[config.mk]
export PLATFORM = sky130hd
export DESIGN_NAME = led_pattern_engine
export DESIGN_NICKNAME = d
export VERILOG_FILES = /design/src/rtl/led_pattern_pkg.sv /design/src/rtl/led_pattern_engine_rate.sv /design/src/rtl/led_pattern_engine.sv
export SDC_FILE = /design/constraint.sdc
export NUM_CORES = 1
export LEC_CHECK = 0
export ABC_AREA = 1
export CAP_MARGIN = 20
export CORE_UTILIZATION = 55
export DETAILED_ROUTE_END_ITERATION = 7
export PLACE_DENSITY = 0.73
export SETUP_SLACK_MARGIN = 0.15
export SYNTH_ARGS = -nofsm -noshare
export SYNTH_HDL_FRONTEND = slang
export SYNTH_SLANG_ARGS = --single-unit
[constraint.sdc]
create_clock -name CLOCK_50 -period 5.68 [get_ports CLOCK_50]
set_clock_uncertainty 0.2 [all_clocks]
set_input_delay 0.852 -clock CLOCK_50 [delete_from_list [all_inputs] [get_ports CLOCK_50]]
set_output_delay 0.852 -clock CLOCK_50 [all_outputs]
set_load 0.02 [all_outputs]
[src/rtl/led_pattern_pkg.sv]
// Shared definitions for the LED pattern engine: pattern modes, bounce
// direction, the step-rate increment table and the speed-select priority decode.
package led_pattern_pkg;

  typedef enum logic [1:0] {
    MODE_ALT    = 2'd0,
    MODE_CHASE  = 2'd1,
    MODE_BOUNCE = 2'd2,
    MODE_COUNT  = 2'd3
  } mode_t;

  typedef enum logic {
    DIR_UP   = 1'b0,
    DIR_DOWN = 1'b1
  } dir_t;

  localparam int unsigned N_SPEEDS = 7;

  // Accumulator increment per speed_sel bit, bit 0 first.
  localparam logic [6:0] INC_TABLE [N_SPEEDS] = '{7'd1, 7'd2, 7'd5, 7'd10, 7'd20, 7'd50, 7'd100};

  // Lowest set bit of sel picks the increment; no bit set keeps cur.
  function automatic logic [6:0] speed_to_inc(input logic [6:0] sel, input logic [6:0] cur);
    logic [6:0] r;
    logic       hit;
    r   = cur;
    hit = 1'b0;
    for (int unsigned i = 0; i < N_SPEEDS; i++) begin
      if (sel[i] && !hit) begin
        r   = INC_TABLE[i];
        hit = 1'b1;
      end
    end
    return r;
  endfunction

endpackage

[src/rtl/led_pattern_engine_rate.sv]
// Fractional rate accumulator: decodes speed_sel into an increment and
// raises step when the accumulator has reached CLK_HZ and is allowed to wrap.
module rate_accumulator
  import led_pattern_pkg::*;
#(
  parameter int unsigned CLK_HZ = 50_000_000,
  parameter int unsigned ACC_W  = $clog2(CLK_HZ + 101)
) (
  input  logic       clk,
  input  logic       reset,
  input  logic [6:0] speed_sel,
  input  logic       clear,
  input  logic       pause,
  output logic       step
);

  localparam logic [ACC_W-1:0] THRESH = ACC_W'(CLK_HZ);

  logic [6:0]       inc;
  logic [ACC_W-1:0] acc;
  logic             due;

  // A due step waits in acc until neither pause nor a mode reload blocks it.
  assign due  = (acc >= THRESH);
  assign step = due & ~pause & ~clear;

  // Increment register tracks speed_sel even while paused; acc wraps, holds or accumulates.
  always_ff @(posedge clk) begin
    if (reset) begin
      inc <= 7'd1;
      acc <= '0;
    end else begin
      inc <= speed_to_inc(speed_sel, inc);
      if (clear) begin
        acc <= '0;
      end else if (!pause) begin
        acc <= due ? '0 : acc + ACC_W'(inc);
      end
    end
  end

endmodule

[src/rtl/led_pattern_engine.sv]
// LED pattern generator: four selectable patterns advanced by the rate
// accumulator, with a registered one-cycle step pulse for other display logic.
module led_pattern_engine
  import led_pattern_pkg::*;
#(
  parameter int unsigned N_LEDS = 10,
  parameter int unsigned CLK_HZ = 50_000_000,
  parameter int unsigned ACC_W  = $clog2(CLK_HZ + 101)
) (
  input  logic              CLOCK_50,
  input  logic              reset,
  input  logic [6:0]        speed_sel,
  input  logic [1:0]        mode,
  input  logic              pause,
  output logic [N_LEDS-1:0] LEDR,
  output logic              step
);

  mode_t             mode_q;
  mode_t             mode_in;
  logic              mode_chg;
  logic              adv;
  dir_t              dir;
  dir_t              dir_next;
  logic [N_LEDS-1:0] pat_next;
  logic [N_LEDS-1:0] pat_init;

  assign mode_in  = mode_t'(mode);
  assign mode_chg = (mode_in != mode_q);

  rate_accumulator #(
    .CLK_HZ(CLK_HZ),
    .ACC_W (ACC_W)
  ) u_rate (
    .clk      (CLOCK_50),
    .reset    (reset),
    .speed_sel(speed_sel),
    .clear    (mode_chg),
    .pause    (pause),
    .step     (adv)
  );

  function automatic logic [N_LEDS-1:0] init_pattern(input mode_t m);
    logic [N_LEDS-1:0] p;
    p = '0;
    case (m)
      MODE_ALT: begin
        for (int unsigned i = 0; i < N_LEDS; i++) p[i] = 1'(i % 2);
      end
      MODE_CHASE, MODE_BOUNCE: p[0] = 1'b1;
      default: p = '0;
    endcase
    return p;
  endfunction

  // Reload value for the requested mode.
  always_comb begin
    pat_init = init_pattern(mode_in);
  end

  // Next pattern position and bounce direction for one advance.
  always_comb begin
    pat_next = LEDR;
    dir_next = dir;
    case (mode_q)
      MODE_ALT:   pat_next = ~LEDR;
      MODE_CHASE: pat_next = {LEDR[N_LEDS-2:0], LEDR[N_LEDS-1]};
      MODE_BOUNCE: begin
        // Turning at an end also moves one position, so there is no dwell.
        if (dir == DIR_UP) begin
          if (LEDR[N_LEDS-1]) begin
            pat_next = LEDR >> 1;
            dir_next = DIR_DOWN;
          end else begin
            pat_next = LEDR << 1;
          end
        end else begin
          if (LEDR[0]) begin
            pat_next = LEDR << 1;
            dir_next = DIR_UP;
          end else begin
            pat_next = LEDR >> 1;
          end
        end
      end
      default: pat_next = LEDR + 1'b1;
    endcase
  end

  // Pattern state: reset beats mode reload, reload beats an advance.
  always_ff @(posedge CLOCK_50) begin
    if (reset) begin
      mode_q <= MODE_ALT;
      LEDR   <= init_pattern(MODE_ALT);
      dir    <= DIR_UP;
      step   <= 1'b0;
    end else if (mode_chg) begin
      mode_q <= mode_in;
      LEDR   <= pat_init;
      dir    <= DIR_UP;
      step   <= 1'b0;
    end else if (adv) begin
      LEDR   <= pat_next;
      dir    <= dir_next;
      step   <= 1'b1;
    end else begin
      step   <= 1'b0;
    end
  end

endmodule

==> summary.txt <==
number of DRC markers in iteration 0: 290
crit path capture type: register
Slowest-stage cell, CP: clkdlybuf4s50_1
Critical Path RT: 5.72 ns
Max-Slew Margin vs Limit: 39.2%
Sink Count: 47
DRT Wirelength: 7830 um
Max clock buf depth: 2
H-Tree Depth: 2
Max FO, Critical Path: 22
initial antenna violation count: 0
Maximum Capacitance Violations: 0
Netlist cell types: 36
routability cong.: 0.933
max incr delay on CP: 0.67 ns
IO Port Bufs: 22
total vias in the final route: 3313
core area: 5540 sq um
share of cells above drive strength 1: 4.44%
Critical Path AT: 2.92 ns
Die Y: 78.2 um
cell area after synthesis: 3190 sq um
DRC Markers: 0
Post-CTS Hold Fix Bufs: 0
asr flop ratio synth: 0%
full die area: 6120 sq um
sequential cell area: 941 sq um
Post-synth EDFFs: 0
fill count: 544
DIE WIDTH: 78.2 um
setup TNS: 0 ns
Clock Latency Late Sink: 0.30 ns
Setup Fix Bufs, Post-CTS: 0
CP Cell Sequence: clkdlybuf4s50_1 > inv_1 > nand2_2 > nand3_2 > inv_4 > nand2_1 > nor2_1
final setup fails: 0
achievable clock frequency: 0.347 GHz
WS Path Type: input pin to register
Final nets: 563
Initial Util: 57.7%
Fin. Hold Viols: 0
Num CTS Buffers: 5
I/O pin total: 23
largest net degree at the start of global routing: 23
area used by multi-input combinational logic: 1850 sq um
register area share after synthesis: 29.5%
Clk pin slew, worst setup/hold paths: 0.09 ns
CTS root buf: clkbuf_8
Final Cycle Share: 50.7%
n_diodes: 0
CTS resizes: 0
Routed Antenna Nets: 0
final core utilization: 63.8%
Main synth FF type: dfxtp_1
slew of the pin with the lowest slew margin: 0.908 ns
synth-to-layout area growth: 10.7%
maximum VDD drop: 0.000147 V
global-route wire length before repair: 13400 um
commonest non-fill, non-tap cells in the layout: nand2_1 (138), inv_1 (79), nor2_1 (70), dfxtp_1 (47), nand3_1 (34)
num rows: 27
Post-Syn Area per Cell: 6.11 sq um
Final Max Tran Viols: 0
grt ovf: 0
Pre-antenna DRT Iters: 5
post-synthesis cell count: 523
yosys warns: 0
Via density: 5.40
Leakage: 0.00155 uW
Worst Hold Class: register to register
status: finished clean
Tot GR Track Use: 27.3%
RSZ-0062 raised after global routing: no
vias in the first global route: 2946
Post-Synthesis Net Count: 546
commonest non-fill, non-tap cell in the layout: nand2_1
fin crit period: 2.88 ns
pwr/cell area: 206 nW/um^2
CTS tree: yes
number of synthesized register bits: 47
startpoint types: input pin
WL/cell: 12.8 um
dpl hpwl: 5980 um
critical path: cells and delay by family:
kind,cells,cell delay (ns)
and+or+nand+nor,4,0.75
buffers and inverters,3,1.31
flip-flops by register name, indices dropped and copies added (netlist names):
register and cells:
step 1, LEDR 10, dir 1, u_rate.acc 26
mode_q 2, u_rate.inc 7
kinds of logic (layout without fill, tap and decap cells):
logic type / count (synthesis) / after routing / share of synthesized area, %
compound gates: 77 / 77 / 13.5
xor+xnor: 3 / 3 / 0.823
fa+ha+maj: 11 / 11 / 4.54
buf+inv: 96 / 114 / 12.6
flops: 47 / 47 / 29.5
simple gates: 289 / 289 / 39.1
layer usage:
metal  track usage (%)  up-vias  share of wire, %
met5                 0        -                 0
met4              6.48        0               1.2
met3              3.84       10               5.9
met2              44.9      117                46
met1              37.5     1482                47
li1                  -     1704                 -
cells in the mapped netlist (2+ instances only):
master	count	area, sq um
a21oi_1	26	130
a22oi_1	2	15.0
a31oi_1	4	25.0
buf_2	8	40.0
buf_6	4	45.0
dfxtp_1	47	941
ha_1	10	125
inv_1	79	297
inv_2	3	11.3
nand2_1	138	518
nand2_2	2	12.5
nand3_1	34	170
nand3b_1	4	30.0
nand4_1	6	37.5
nor2_1	70	263
nor2_4	2	22.5
nor3_1	20	100
nor3b_1	4	30.0
nor4_1	2	12.5
o211ai_1	7	52.6
o21ai_0	32	160
o221ai_1	2	17.5
or2_2	3	18.8
xnor2_1	2	17.5
layout make-up:
type | count | share of cell area, %
multi-input combinational | 380 | 52.3
sequential | 47 | 26.6
inverter | 84 | 8.98
timing repair buffer | 22 | 6.23
tap | 72 | 2.55
clock buffer | 6 | 2.33
clock inverter | 2 | 0.990
worst paths after layout:
check                                                start  slack (ns)  cells past startpoint                           to
worst max-delay path                                 pause        2.80                      7  u_rate.acc[13]$_SDFFE_PP0N_
worst min-delay path            u_rate.acc[0]$_SDFFE_PP0N_        0.27                      2   u_rate.acc[0]$_SDFFE_PP0N_
worst max register to register  u_rate.inc[0]$_SDFFE_PP1P_        3.26                     14  u_rate.acc[10]$_SDFFE_PP0N_
worst min register to register  u_rate.acc[0]$_SDFFE_PP0N_        0.27                      2   u_rate.acc[0]$_SDFFE_PP0N_
where the power goes:
part | switching, uW | internal [uW] | total (uW)
sequential | 18.6 | 338 | 357
clock | 117 | 143 | 260
combinational | 68.7 | 43.5 | 112
total | 205 | 524 | 729
through the flow:
| stage | power [uW] | instance area [sq um] | cells | hold WS, ns | worst slack, ns |
|---|---|---|---|---|---|
| after global placement | 472 | 3420 | 605 | 0.255 | 2.60 |
| after detailed placement | 474 | 3420 | 605 | 0.257 | 2.50 |
| after floorplan | 439 | 3190 | 523 | 0.237 | 3.65 |
| after global routing | 764 | 3540 | 613 | 0.320 | 2.57 |
| final | 729 | 3540 | 613 | 0.268 | 2.80 |
| after CTS | 731 | 3540 | 613 | 0.270 | 2.81 |
(Power assumes the default switching activity.)
